`src/rtl/alu_pkg.sv`:
```
// Shared ALU definitions: opcode map, multiply/divide state encoding and datapath width.
package alu_pkg;

   localparam int DATA_WIDTH = 32;

   localparam logic [3:0] OP_ADD = 4'b0000;
   localparam logic [3:0] OP_SUB = 4'b0001;
   localparam logic [3:0] OP_AND = 4'b0010;
   localparam logic [3:0] OP_OR  = 4'b0011;
   localparam logic [3:0] OP_XOR = 4'b0100;
   localparam logic [3:0] OP_SLL = 4'b0101;
   localparam logic [3:0] OP_SRL = 4'b0110;
   localparam logic [3:0] OP_SRA = 4'b0111;
   localparam logic [3:0] OP_MUL = 4'b1000;
   localparam logic [3:0] OP_DIV = 4'b1001;
   localparam logic [3:0] OP_NEG = 4'b1010;
   localparam logic [3:0] OP_NOT = 4'b1011;

   typedef enum logic [1:0] {
      ST_IDLE  = 2'd0,
      ST_CALC  = 2'd1,
      ST_SIGN  = 2'd2,
      ST_DZERO = 2'd3
   } md_state_e;

endpackage

```
`src/rtl/addsub_33.sv`:
```
// Shared adder/subtractor: MUL accumulate step and DIV trial subtract.
module addsub_33 #(
   parameter int W = 33
) (
   input  logic [W-1:0] a,
   input  logic [W-1:0] b,
   input  logic         sub,
   output logic [W-1:0] sum
);

   assign sum = a + (sub ? ~b : b) + {{(W-1){1'b0}}, sub};

endmodule

```
`src/rtl/muldiv_32.sv`:
```
// Multi-cycle signed multiply/divide unit; shift-add MUL and restoring DIV on
// magnitudes, with the sign fix-up applied in a final cycle.
//
//  state    | meaning
//  ST_IDLE  | waiting for a MUL/DIV start
//  ST_CALC  | one multiply/quotient bit per cycle, WIDTH cycles
//  ST_SIGN  | apply result signs, write HI/LO, pulse done
//  ST_DZERO | divide by zero: write fixed result and flag
module muldiv_32
   import alu_pkg::*;
#(
   parameter int WIDTH = DATA_WIDTH
) (
   input  logic             in_clk,
   input  logic             in_rst_n,
   input  logic             in_start,
   input  logic [3:0]       in_opcode,
   input  logic [WIDTH-1:0] in_a,
   input  logic [WIDTH-1:0] in_b,
   output logic             out_busy,
   output logic             out_done,
   output logic [WIDTH-1:0] out_hi,
   output logic [WIDTH-1:0] out_lo,
   output logic             out_div_by_zero
);

   localparam int CNT_W = $clog2(WIDTH);
   localparam logic [CNT_W-1:0] CNT_LAST = CNT_W'(WIDTH - 1);

   md_state_e state_q, state_d;

   logic [CNT_W-1:0]   cnt_q;
   logic [WIDTH-1:0]   opnd_q;
   logic [WIDTH-1:0]   p_hi_q, p_lo_q;
   logic               is_div_q, neg_res_q, neg_div_q;

   logic               accept, is_div_req;
   logic [WIDTH-1:0]   mag_a, mag_b;
   logic [WIDTH:0]     add_a, add_b, add_sum;
   logic [2*WIDTH-1:0] prod_fix;
   logic [WIDTH-1:0]   quo_fix, rem_fix;

   assign is_div_req = (in_opcode == OP_DIV);
   assign accept     = (state_q == ST_IDLE) && in_start
                       && ((in_opcode == OP_MUL) || is_div_req);
   assign mag_a      = in_a[WIDTH-1] ? (~in_a + 1'b1) : in_a;
   assign mag_b      = in_b[WIDTH-1] ? (~in_b + 1'b1) : in_b;

   always_comb begin
      state_d = state_q;
      case (state_q)
         ST_IDLE:  if (accept) state_d = (is_div_req && (in_b == '0)) ? ST_DZERO : ST_CALC;
         ST_CALC:  if (cnt_q == '0) state_d = ST_SIGN;
         ST_SIGN:  state_d = ST_IDLE;
         ST_DZERO: state_d = ST_IDLE;
         default:  state_d = ST_IDLE;
      endcase
   end

   // DIV shifts the next dividend bit into the partial remainder before the trial subtract.
   always_comb begin
      add_a = {1'b0, p_hi_q};
      add_b = p_lo_q[0] ? {1'b0, opnd_q} : '0;
      if (is_div_q) begin
         add_a = {p_hi_q, p_lo_q[WIDTH-1]};
         add_b = {1'b0, opnd_q};
      end
   end

   addsub_33 #(.W(WIDTH + 1)) u_addsub (
      .a   (add_a),
      .b   (add_b),
      .sub (is_div_q),
      .sum (add_sum)
   );

   assign prod_fix = neg_res_q ? (~{p_hi_q, p_lo_q} + 1'b1) : {p_hi_q, p_lo_q};
   assign quo_fix  = neg_res_q ? (~p_lo_q + 1'b1) : p_lo_q;
   assign rem_fix  = neg_div_q ? (~p_hi_q + 1'b1) : p_hi_q;

   always_ff @(posedge in_clk or negedge in_rst_n) begin
      if (!in_rst_n) begin
         state_q         <= ST_IDLE;
         cnt_q           <= '0;
         opnd_q          <= '0;
         p_hi_q          <= '0;
         p_lo_q          <= '0;
         is_div_q        <= 1'b0;
         neg_res_q       <= 1'b0;
         neg_div_q       <= 1'b0;
         out_busy        <= 1'b0;
         out_done        <= 1'b0;
         out_hi          <= '0;
         out_lo          <= '0;
         out_div_by_zero <= 1'b0;
      end else begin
         state_q  <= state_d;
         out_done <= 1'b0;
         case (state_q)
            ST_IDLE: begin
               if (accept) begin
                  is_div_q        <= is_div_req;
                  neg_res_q       <= in_a[WIDTH-1] ^ in_b[WIDTH-1];
                  neg_div_q       <= in_a[WIDTH-1];
                  cnt_q           <= CNT_LAST;
                  out_busy        <= 1'b1;
                  out_div_by_zero <= 1'b0;
                  if (is_div_req) begin
                     // raw dividend parked in p_hi for the divide-by-zero result
                     opnd_q <= mag_b;
                     p_hi_q <= (in_b == '0) ? in_a : '0;
                     p_lo_q <= mag_a;
                  end else begin
                     opnd_q <= mag_a;
                     p_hi_q <= '0;
                     p_lo_q <= mag_b;
                  end
               end
            end
            ST_CALC: begin
               cnt_q <= cnt_q - 1'b1;
               if (is_div_q) begin
                  p_hi_q <= add_sum[WIDTH] ? {p_hi_q[WIDTH-2:0], p_lo_q[WIDTH-1]}
                                           : add_sum[WIDTH-1:0];
                  p_lo_q <= {p_lo_q[WIDTH-2:0], ~add_sum[WIDTH]};
               end else begin
                  p_hi_q <= add_sum[WIDTH:1];
                  p_lo_q <= {add_sum[0], p_lo_q[WIDTH-1:1]};
               end
            end
            ST_SIGN: begin
               out_busy <= 1'b0;
               out_done <= 1'b1;
               if (is_div_q) begin
                  out_hi <= rem_fix;
                  out_lo <= quo_fix;
               end else begin
                  out_hi <= prod_fix[2*WIDTH-1:WIDTH];
                  out_lo <= prod_fix[WIDTH-1:0];
               end
            end
            ST_DZERO: begin
               out_busy        <= 1'b0;
               out_done        <= 1'b1;
               out_hi          <= p_hi_q;
               out_lo          <= '1;
               out_div_by_zero <= 1'b1;
            end
            default: ;
         endcase
      end
   end

endmodule

```
`config.mk`:
```
export PLATFORM = sky130hd
export DESIGN_NAME = muldiv_32
export DESIGN_NICKNAME = d
export VERILOG_FILES = /design/src/rtl/alu_pkg.sv /design/src/rtl/addsub_33.sv /design/src/rtl/muldiv_32.sv
export SDC_FILE = /design/constraint.sdc
export NUM_CORES = 1
export LEC_CHECK = 0
export ABC_CLOCK_PERIOD_IN_PS = 4200
export CAP_MARGIN = 20
export CORE_ASPECT_RATIO = 0.75
export CORE_MARGIN = 3
export CORE_UTILIZATION = 53
export DETAILED_ROUTE_END_ITERATION = 6
export GPL_TIMING_DRIVEN = 1
export HOLD_SLACK_MARGIN = 0.02
export MAX_ROUTING_LAYER = met4
export PLACE_DENSITY = 0.78
export SETUP_SLACK_MARGIN = 0.2
export SYNTH_ARGS = -nofsm -noshare
export SYNTH_HDL_FRONTEND = slang
export SYNTH_SLANG_ARGS = --single-unit
```
`constraint.sdc`:
```
create_clock -name in_clk -period 4.2 [get_ports in_clk]
set_input_delay 0.63 -clock in_clk [delete_from_list [all_inputs] [get_ports in_clk]]
set_output_delay 0.63 -clock in_clk [all_outputs]
set_load 0.02 [all_outputs]
```
==> metrics.yaml <==
status: "complete, no violations"
start_kind: "flip-flop"
cts_made_buffers: 17
synth_edf_count: 0
worstRegToRegCells: 16
clkSinkCount: 173
finalPower_mw: 11.5
antenna_left: 0
yosysSeqAreaShare: 0.329
setup_viol: 0
max_freq_mhz: 262
io_pins: 138
fp-row-count: 49
p_sw_mw: 5.47
numPortBuffers: 137
antenna_found_initial: 0
finalClockSkew_ns: 0.0153
pwr-share-clk: 0.150
grt_use_total: 0.346
maxSlewViolCount: 0
worstSetupPathType: "flip-flop to flip-flop"
cts_hold_buf: 0
p_int_mw: 6.00
hold_slack_ns: 0.207
period_share: 0.909
hold_violations: 0
r2r_setup_slack_ns: 0.38
floorplan.initialDensity: 0.544
finalInstanceArea_um2: 15900
multi_input_area_um2: 8370
drc_errors: 0
synth_cell_types: 69
syn_nets: 1708
post-synth-top-area-cell: "dfrtp_1"
utilization: 0.657
synth_seq_cells: 173
switching_share: 0.477
seqCellArea_um2: 4340
hpwl_mm: 34.7
diodes: 0
p_leak_nw: 6.52
viasPerCell: 6.49
yosysMostFrequentCell: "dfrtp_1"
dp_cells: 2027
grt_first_pass_wirelength_mm: 70.3
wirelength_mm: 45.9
clk_latency_ns: 0.45
endpoint_kind: "flip-flop"
fillers: 2017
layout_min_cycle_time_ns: 3.82
cp.arrival_ns: 4.11
syn_area_um2: 13200
preCtsSetupSlack_ns: -0.156
worst_slack_ns: 0.382
critPathMaxFanout: 16
yosysTopAreaCellShare: 0.329
drt_iter0_markers: 1958
dieArea_um2: 26800
synthTopCellsByArea: "dfrtp_1 33%, a21oi_1 6.5%, o21ai_0 6.1%"
rsz0062_at_grt: "false"
synth_commonest_cells: "173 x dfrtp_1, 170 x a21oi_1, 161 x o21ai_0"
power-per-cell-area_nw_per_um2: 721
maxCapViolations: 0
h-tree-depth: 4
avgSynthCellArea_um2: 8.23
cts_tree: "built"
slew_headroom: 0.376
pwr-share-seq: 0.251
cp-endpoint: "p_hi_q[0]$_DFFE_PN0P_"
core-area_um2: 24200
area_delta_synth_final_pct: 20.8
power_frac_comb: 0.599
die_h_um: 142
wl_per_cell_um: 22.2
grt_pass1_vias: 12200
synthArstFlopShare: 1.00
ir_drop_v: 0.000457
dr_total_vias: 13400
clockBufferDepth: 2
root_buffer: "clkbuf_16"
r2r-end: "p_hi_q[0]$_DFFE_PN0P_"
rr_startpoint: "is_div_q$_DFFE_PN0P_"
fin_cells: 2063
tns_ns: 0
grt_start_max_net_pins: 73
hold_path_class: "primary input to async pin"
gp_congestion: 1.04
fp.dieW_um: 188
drive_above_1_share: 0.100
crit_path_start: "is_div_q$_DFFE_PN0P_"
worstMarginPinSlew_ns: 0.932
crit_required_ns: 4.49
first_pass_iters: 6
nets: 1828
post_dp_cell_area_um2: 15200
syn_inst: 1599
clk_pin_slew_ns: 0.07
synth-main-ff-cell: "dfrtp_1"
synth-warning-count: 0
overflow: 0
## flip-flops by register name, summed over array words and instances (netlist names)
signal and cells:
opnd_q 32, out_hi 32, out_lo 32, p_hi_q 32
p_lo_q 32, cnt_q 5, state_q 2, is_div_q 1
neg_div_q 1, neg_res_q 1, out_busy 1, out_div_by_zero 1
out_done 1
## cell usage in the layout (no fill, tap or decap), types with 6 or more instances in the layout
cell / Yosys / final
dfrtp_1: 173 / 171
a21oi_1: 170 / 169
o21ai_0: 161 / 156
nor2_1: 158 / 156
nand2_1: 143 / 143
clkdlybuf4s50_1: 0 / 136
xor2_1: 81 / 81
buf_4: 1 / 73
xnor2_1: 72 / 72
mux2i_1: 53 / 53
a211oi_1: 42 / 42
ha_1: 37 / 35
o31ai_1: 32 / 32
mux2_2: 28 / 28
a22oi_1: 25 / 25
inv_1: 23 / 23
a31oi_1: 21 / 21
o41ai_1: 21 / 21
clkbuf_16: 0 / 18
nand3_1: 18 / 17
a21o_1: 16 / 16
o211ai_1: 15 / 15
nand4_1: 14 / 14
a22o_1: 14 / 14
nor3_1: 13 / 13
or3_1: 12 / 12
nor4_1: 11 / 11
nor2b_1: 11 / 10
or4_1: 9 / 9
nand2b_1: 9 / 9
and2_1: 9 / 8
a221o_1: 8 / 8
o22a_1: 8 / 8
o221ai_1: 7 / 7
o21a_1: 7 / 7
buf_12: 0 / 6
## layout make-up
class,count,area share
flip-flops and latches,173,0.273
clock inverters,13,0.0113
inverters,24,0.00567
clock buffers,19,0.0279
well taps,331,0.0260
multi-input cells,1286,0.526
repair buffers,217,0.130
## what timing repair did
action	4_1_cts	5_1_grt
setup endpoints to repair	33	27
pin swaps	2	1
buffers inserted	1	1
hold endpoints to repair	0	0
gates resized for setup	6	16
gates cloned	1	1
## worst min path at each step
stage | endpoint | depth (start not counted)
floorplan | cnt_q[0]$_DFFE_PN0P_ | 0
global placement | out_div_by_zero$_DFFE_PN0P_ | 2
detailed placement | out_div_by_zero$_DFFE_PN0P_ | 2
CTS | out_hi[31]$_DFFE_PN0N_ | 1
global route | out_hi[27]$_DFFE_PN0N_ | 1
finish | out_hi[21]$_DFFE_PN0N_ | 1
## kinds of logic after synthesis
group | synth area share
multiplexers | 0.0643
AND/OR/NAND/NOR | 0.159
flip-flops | 0.329
XOR/XNOR | 0.102
adder cells (fa/ha/maj) | 0.0367
buffers and inverters | 0.0412
AO/OA/AOI/OAI | 0.268
## per-layer routing
layer | global-route usage | share of wire | routed length (um) | vias up
met5 | - | 0 | 0 | -
met4 | 0.0718 | 0.019 | 877 | 0
met3 | 0.0913 | 0.13 | 5840 | 69
met2 | 0.488 | 0.42 | 19200 | 801
met1 | 0.498 | 0.44 | 20000 | 6421
li1 | - | - | - | 6093
## power by group through the flow
stage	Clock (mW)	Combinational, mW	Sequential, mW
after floorplan	0	4.68	2.47
after global placement	0	6.48	2.81
after detailed placement	0	6.55	2.83
after CTS	1.73	6.63	2.80
after global routing	1.80	7.45	2.90
final	1.72	6.86	2.87
## critical path, cell delays in order (launching register included)
cell and delay [ns]:
dfrtp_4 0.50, buf_12 0.18, clkinv_1 0.14, buf_4 0.20, o21ai_0 0.35, ha_1 0.33
a21o_1 0.19, a21o_1 0.17, a21oi_1 0.43, a22oi_1 0.18, o211a_1 0.18, o211ai_4 0.12
buf_4 0.18, buf_4 0.18, nand2_1 0.09, xor2_1 0.15, a21oi_1 0.08
Note: power is estimated with default switching activity, not from simulation.
